==> config.mk <==
export PLATFORM = sky130hd
export DESIGN_NAME = ascon_permutation_iter
export DESIGN_NICKNAME = d
export VERILOG_FILES = /design/src/rtl/ascon_permutation_iter.sv
export SDC_FILE = /design/constraint.sdc
export NUM_CORES = 2
export LEC_CHECK = 0
export BUFFER_PORTS_ARGS = -buffer_cell sky130_fd_sc_hd__buf_2
export CAP_MARGIN = 0
export CORE_AREA = 2 2 255 257
export DETAILED_ROUTE_END_ITERATION = 10
export DIE_AREA = 0 0 257 259
export PLACE_DENSITY = 0.77
export SLEW_MARGIN = 20
export SYNTH_ARGS = -nofsm -noshare
export SYNTH_HDL_FRONTEND = slang
export SYNTH_SLANG_ARGS = --single-unit
==> constraint.sdc <==
create_clock -name clock_i -period 22.2 [get_ports clock_i]
set_clock_uncertainty 0.2 [all_clocks]
set_input_delay 4.44 -clock clock_i [delete_from_list [all_inputs] [get_ports clock_i]]
set_output_delay 4.44 -clock clock_i [all_outputs]
set_load 0.1 [all_outputs]
==> src/rtl/ascon_permutation_iter.sv <==
// ---------------------------------------------------------------------------
// ascon_pkg: shared ASCON state type, round-constant table and 5-bit S-box.
//
// ascon_permutation_iter: iterative ASCON permutation, one full round
// (pC -> pS -> pL) per clock, 1..12 rounds selected per request.
//   clock_i   : system clock, rising edge
//   reset_i   : asynchronous active-high reset
//   start_i   : request strobe, sampled only when idle
//   rounds_i  : round count 1..12 (0 -> 1, >12 -> 12), sampled with start_i
//   state_i   : input state, word 0 is x0
//   state_o   : registered state (result holds after done_o)
//   busy_o    : high while rounds execute
//   done_o    : one-cycle pulse when the result is valid on state_o
// ---------------------------------------------------------------------------
package ascon_pkg;

    localparam int unsigned WORD_W     = 64;
    localparam int unsigned NUM_WORDS  = 5;
    localparam int unsigned MAX_ROUNDS = 12;
    localparam int unsigned RIDX_W     = 4;

    typedef logic [NUM_WORDS-1:0][WORD_W-1:0] state_t;

    localparam logic [7:0] ROUND_CONSTANT [MAX_ROUNDS] = '{
        8'hf0, 8'he1, 8'hd2, 8'hc3, 8'hb4, 8'ha5,
        8'h96, 8'h87, 8'h78, 8'h69, 8'h5a, 8'h4b
    };

    localparam logic [4:0] SBOX [32] = '{
        5'h04, 5'h0b, 5'h1f, 5'h14, 5'h1a, 5'h15, 5'h09, 5'h02,
        5'h1b, 5'h05, 5'h08, 5'h12, 5'h1d, 5'h03, 5'h06, 5'h1c,
        5'h1e, 5'h13, 5'h07, 5'h0e, 5'h00, 5'h0d, 5'h11, 5'h18,
        5'h10, 5'h0c, 5'h01, 5'h19, 5'h16, 5'h0a, 5'h0f, 5'h17
    };

    // Index past the table (only reachable after the last round) yields zero.
    function automatic logic [7:0] round_constant(input logic [RIDX_W-1:0] r);
        return (r < RIDX_W'(MAX_ROUNDS)) ? ROUND_CONSTANT[r] : 8'h00;
    endfunction

    function automatic logic [WORD_W-1:0] ror(input logic [WORD_W-1:0] x,
                                             input int unsigned n);
        return (x >> n) | (x << (WORD_W - n));
    endfunction

    // One complete round: constant addition, substitution, linear diffusion.
    function automatic state_t ascon_round(input state_t s,
                                           input logic [RIDX_W-1:0] r);
        state_t     c;
        state_t     t;
        state_t     l;
        logic [4:0] idx;
        logic [4:0] y;
        c       = s;
        c[2]    = c[2] ^ {56'd0, round_constant(r)};
        t       = '0;
        // Bit-sliced S-box: column i gathered with x0 as MSB.
        for (int i = 0; i < int'(WORD_W); i++) begin
            idx     = {c[0][i], c[1][i], c[2][i], c[3][i], c[4][i]};
            y       = SBOX[idx];
            t[0][i] = y[4];
            t[1][i] = y[3];
            t[2][i] = y[2];
            t[3][i] = y[1];
            t[4][i] = y[0];
        end
        l[0] = t[0] ^ ror(t[0], 19) ^ ror(t[0], 28);
        l[1] = t[1] ^ ror(t[1], 61) ^ ror(t[1], 39);
        l[2] = t[2] ^ ror(t[2], 1)  ^ ror(t[2], 6);
        l[3] = t[3] ^ ror(t[3], 10) ^ ror(t[3], 17);
        l[4] = t[4] ^ ror(t[4], 7)  ^ ror(t[4], 41);
        return l;
    endfunction

endpackage

module ascon_permutation_iter
    import ascon_pkg::*;
(
    input  logic              clock_i,
    input  logic              reset_i,
    input  logic              start_i,
    input  logic [3:0]        rounds_i,
    input  state_t            state_i,
    output state_t            state_o,
    output logic              busy_o,
    output logic              done_o
);

    typedef enum logic {S_IDLE, S_RUN} fsm_e;

    fsm_e              r_fsm;
    fsm_e              w_fsm_next;
    state_t            r_state;
    state_t            w_state_next;
    state_t            w_round_out;
    logic [RIDX_W-1:0] r_round_idx;
    logic [RIDX_W-1:0] w_round_idx_next;
    logic [RIDX_W-1:0] r_remaining;
    logic [RIDX_W-1:0] w_remaining_next;
    logic [RIDX_W-1:0] w_rounds_eff;
    logic              r_busy;
    logic              w_busy_next;
    logic              r_done;
    logic              w_done_next;

    // Saturate illegal round requests into 1..12.
    always_comb begin
        if (rounds_i == 4'd0) begin
            w_rounds_eff = 4'd1;
        end else if (rounds_i > RIDX_W'(MAX_ROUNDS)) begin
            w_rounds_eff = RIDX_W'(MAX_ROUNDS);
        end else begin
            w_rounds_eff = rounds_i;
        end
    end

    // Single-cycle round datapath.
    always_comb begin
        w_round_out = ascon_round(r_state, r_round_idx);
    end

    // Next-state and registered-output logic.
    always_comb begin
        w_fsm_next       = r_fsm;
        w_state_next     = r_state;
        w_round_idx_next = r_round_idx;
        w_remaining_next = r_remaining;
        w_busy_next      = 1'b0;
        w_done_next      = 1'b0;
        case (r_fsm)
            S_IDLE: begin
                if (start_i) begin
                    w_state_next     = state_i;
                    w_round_idx_next = RIDX_W'(MAX_ROUNDS) - w_rounds_eff;
                    w_remaining_next = w_rounds_eff;
                    w_busy_next      = 1'b1;
                    w_fsm_next       = S_RUN;
                end
            end
            S_RUN: begin
                w_state_next     = w_round_out;
                w_round_idx_next = r_round_idx + 4'd1;
                w_remaining_next = r_remaining - 4'd1;
                if (r_remaining == 4'd1) begin
                    w_fsm_next  = S_IDLE;
                    w_done_next = 1'b1;
                end else begin
                    w_busy_next = 1'b1;
                end
            end
            default: begin
                w_fsm_next = S_IDLE;
            end
        endcase
    end

    // State registers.
    always_ff @(posedge clock_i or posedge reset_i) begin
        if (reset_i) begin
            r_fsm       <= S_IDLE;
            r_state     <= '0;
            r_round_idx <= '0;
            r_remaining <= '0;
            r_busy      <= 1'b0;
            r_done      <= 1'b0;
        end else begin
            r_fsm       <= w_fsm_next;
            r_state     <= w_state_next;
            r_round_idx <= w_round_idx_next;
            r_remaining <= w_remaining_next;
            r_busy      <= w_busy_next;
            r_done      <= w_done_next;
        end
    end

    assign state_o = r_state;
    assign busy_o  = r_busy;
    assign done_o  = r_done;

endmodule

* Word level (Yosys, flattened, before mapping)
Memory sizes are Yosys's and may differ from the RTL's.
Index checks and enable logic that the tools add are counted.
** Cells by class
- Add/sub/neg operators :: 3
- Eq/ne operators :: 2
- Bitwise gates (word level) :: 87
- Muxes and demuxes :: 144
- Reductions and logical operators :: 1
- Order comparisons :: 67
** Operators with widths (number)
- 5-bit two-way mux :: 128
- 320-bit one-hot mux with 2 select lines :: 1
- 64-bit bitwise XOR :: 10
- 6-bit greater-or-equal comparator (second input constant) :: 64
- 5-bit NOT with 6-bit output :: 64
- 320-bit two-way mux :: 1
- 23-bit by 64-bit OR with 64-bit output :: 1
- 25-bit by 64-bit OR with 64-bit output :: 1
- 3-bit by 64-bit OR with 64-bit output :: 1
- 36-bit by 64-bit OR with 64-bit output :: 1
- 45-bit by 64-bit OR with 64-bit output :: 1
- 47-bit by 64-bit OR with 64-bit output :: 1
- 54-bit by 64-bit OR with 64-bit output :: 1
- 57-bit by 64-bit OR with 64-bit output :: 1
- 58-bit by 64-bit OR with 64-bit output :: 1
- 63-bit by 64-bit OR with 64-bit output :: 1
- 64-bit by 8-bit bitwise XOR with 64-bit output :: 1
- 8-bit two-way mux :: 3
- 4-bit two-way mux :: 4
- 4-bit one-hot mux with 2 select lines :: 2
- 5-bit greater-or-equal comparator (second input constant) :: 1
- 4-bit NOT with 5-bit output :: 1
- 4-bit by 1-bit adder with 4-bit output (second input constant) :: 1
- 4-bit by 1-bit == test with 1-bit output (second input constant) :: 1
- other kinds (9) :: 12
** Storage, ports and cells
- Bits in registers :: 330
- Logic and storage cells :: 378
- Memories :: 65
- Memory bits (read-only) :: 10368
** Memory list
- (name not given) :: words 32, bits a word 5, read ports 1, clocked after Yosys merged registers in 0, write ports 0, RTL line 60 : y = SBOX[idx];
- (name not given) :: words 32, bits a word 5, read ports 1, clocked after Yosys merged registers in 0, write ports 0, RTL line 60
- (name not given) :: words 32, bits a word 5, read ports 1, clocked after Yosys merged registers in 0, write ports 0, RTL line 60
- (name not given) :: words 32, bits a word 5, read ports 1, clocked after Yosys merged registers in 0, write ports 0, RTL line 60
- (name not given) :: words 32, bits a word 5, read ports 1, clocked after Yosys merged registers in 0, write ports 0, RTL line 60
- (name not given) :: words 32, bits a word 5, read ports 1, clocked after Yosys merged registers in 0, write ports 0, RTL line 60
- +59 memories

* Logic depth before layout (Yosys ltp)
- Depth after elaboration :: 14
- Depth in mapped cells :: 9
- Depth with buffers taken out :: 9

* Worst setup path before layout
No wires, ideal clock.
- Kind :: in2reg
- From :: in start_i
- To :: reg r_state (netlist bit state_o[107])
- Path slack :: 16116 ps
- Library setup time :: 146 ps
- Stages :: 6
- Data arrival time :: 5738 ps
- Data required time :: 21854 ps
- Cell sequence :: clkbuf_1 buf_2 buf_2 buf_1 mux2i_1 mux2i_1
** Between the ends
- Word-level cells in the longest chain between the ends :: 1
** RTL lines
- start, declared :: RTL line 82 : input logic start_i,
- 2-bit != test (no source line)
- end signal, assigned :: RTL line 169 : r_state <= w_state_next;
- end, declared :: RTL line 94 : state_t r_state;
No other way between the ends.
A chain may end at the register's enable or synchronous reset.

* Final worst setup path
- From :: in start_i
- To :: reg r_state (netlist bit state_o[153])
The elaborated chain is that of the path after synthesis.

==> impl_results.md <==
- RSZ-0062 raised after global routing: false
- Worst Path Arrival: 7.47 ns
- Post-synthesis cell area: 0.0337 mm2
- Final net count: 4995
- Share of flip-flops with an asynchronous set or reset: 100%
- Share of layout cells above drive strength 1: 17.8%
- Netlist cell types: 49
- Post-synthesis cell count: 3837
- WHS Path Cells: 1
- Gr busiest metal: met2
- CP max stage cell: buf_4
- GR Layer Usage met2: 63.8%
- Critical path capture point type: flip-flop
- Post-detailed-route DRC marker count: 0
- Main combinational cell family by area after synthesis: XOR/XNOR gates
- Post-synth top area share: 24.5%
- Total GRT Usage: 41.6%
- Post-route minimum period: 7.28 ns
- Commonest non-fill, non-tap cell in the layout: buf_2
- Clk Latency, worst-skew pair: 0.59 ns
- Worst-case reg-to-reg path depth: 5
- Detail Placement HPWL: 118000 um
- Initial core utilization: 52.7%
- Synth warnings: 0
- Height of the chip: 259 um
- # setup viols final: 0
- Syn_nets: 4508
- Drt pass-1 iters: 8
- Die Wd: 257 um
- Number of enable flip-flop cells after synthesis: 0
- Max cap viols: 0
- Cell mode on critical path: buf_4
- CTS H-tree lvls: 2
- Complex-gate fraction of the synthesized area: 10.3%
- Num CTS Buffers: 40
- DR vias/cell: 5.95
- Synth Area in XOR/XNOR: 24.6%
- Number of port buffers: 648
- Synth Area in Simple Gates: 10.8%
- Setup Buffers After CTS: 0
- Antenna fix cells: 0
- Crit-path max FO: 96
- Fin crit share: 32.8%
- Final Wtd Congestion: 1.09
- Longest Clk Path Bufs: 3
- Root Buffer Master: clkbuf_16
- Worst path depth: 5
- Area growth from synthesis to layout: 14.9%
- Routed len/inst: 27.5 um
- Ys flop type: dfrtp_1
- Delay-heaviest family, CP: buffers and inverters
- Status: finished with violations
- Grt met3 use: 7.86%
- TritonCTS clock tree: built
- Max Freq: 137 MHz
- # rows: 93
- Worst-Margin Slew: 1.50 ns
- WP buf/inv: 3
- Area share of fa/ha/maj cells after synthesis: 12.8%
- Slew HR: -0.117%
- Grt ovf: 0
- Register area share after synthesis: 24.5%
- Ports: 649
- Post-synthesis register bit count: 330
- Final Hold Vio Count: 0
- Full die area: 0.0666 mm2
- # hold bufs at CTS: 0
- Clock sink count: 330
- Most frequent cells in the layout: buf_2, xnor2_1, mux2i_1
- Via count: 31000
- Avg Inst Size Synth: 8.77 um2
- Worst path cell trace: buf_8 -> buf_4 -> buf_4 -> mux2i_1 -> o21ai_0
- Kind of critical path: primary input to flip-flop
- First-pass GRT wire length: 201000 um
- CP required: 22.38 ns
- Core ar.: 0.0639 mm2
- Met1 Use GR: 54.1%
- Post-DRT Antenna Nets: 0
- Worst path max stage delay: 0.94 ns
- Post-synthesis mux area share: 12.2%
- Hold Crit Class: flip-flop to flip-flop
- Detailed Route Iter0 Violations: 4053
- Post-synth top area cell: dfrtp_1
- R2R setup slack: 17.65 ns
- Final Slew Violations: 14
- Number of antenna violations at the first check in global routing: 3
- Failing checks: slew limit
- Number of global-route vias before repair: 28800
- Synth area leaders: dfrtp_1, xnor2_1, ha_1
- Clock transition at path regs: 0.06 ns
- Fin Setup TNS: 0 ns
- Largest net degree at the start of global routing: 262
- Startpoint Class: primary input
- Post_cts resized: 0
- Final wirelength: 143000 um
-- cell families after synthesis --
| family | after synthesis |
|---|---|
| XOR/XNOR | 919 |
| AO/OA/AOI/OAI | 626 |
| adder cells (fa/ha/maj) | 344 |
| AND/OR/NAND/NOR | 801 |
| buffers and inverters | 414 |
| multiplexers | 403 |
| flip-flops | 330 |
-- flip-flops by register name (all words and copies together), names as in the netlist --
register,flops
r_fsm,1
done_o,1
r_round_idx,4
state_o,320
r_remaining,4
-- path summary, 6_finish.rpt --
check / startpoint / end
worst max register to register: r_fsm / state_o[117]
max in group asynchronous: reset_i / state_o[151]
worst min register to register: r_remaining[3] / done_o
worst min-delay path: r_remaining[3] / done_o
min in group asynchronous: reset_i / state_o[174]
worst max-delay path: start_i / state_o[153]
-- stage by stage --
stage                     instances  instance area (um2)  hold slack (ns)  worst slack, ns  util, %
after detailed placement       5137                37200            0.294            14.45     58.3
after CTS                      5210                38700            0.317            15.01     60.5
after floorplan                3837                33700            0.264             8.42        -
after global routing           5210                38700            0.334            14.79     60.5
after global placement         5137                37200            0.295            14.46     58.3
final                          5210                38700            0.314            14.92     60.5
-- synth_stat cells, drive strengths merged (3+ instances only) --
library cell    n
dfrtp         330
xor2          384
a211o          13
o311ai         11
nand2         307
nand3          64
a221oi          4
mux2i         403
ha            344
nor2b          75
inv           187
or3            32
xnor2         533
o21a            3
clkbuf        137
nand2b         18
a211oi         28
nor2          171
a21oi         202
a21o           17
and3           16
nor3          112
o21ai         341
buf            90
-- cell type report --
| type | instances | area (um2) |
|---|---|---|
| Timing Repair Buffer | 672 | 3450 |
| Fill cell | 5697 | 25200 |
| Clock inverter | 26 | 375 |
| Sequential cell | 330 | 8260 |
| Tap cell | 855 | 1070 |
| Inverter | 187 | 709 |
| Clock buffer | 47 | 1060 |
| Multi-Input combinational cell | 3093 | 23700 |
-- routing by layer --
| layer | vias to the layer above | wire (um) | part of all wire (%) |
|---|---|---|---|
| li1 | 13700 | - | - |
| met1 | 15000 | 55400 | 39 |
| met4 | 2 | 10800 | 7.5 |
| met5 | - | 10 | 0.0070 |
| met3 | 424 | 14400 | 10 |
| met2 | 1843 | 62700 | 44 |
Power is left out: the tool's default activity adds up to more than one toggle a clock period on the data nets, which glitch-free logic cannot reach.
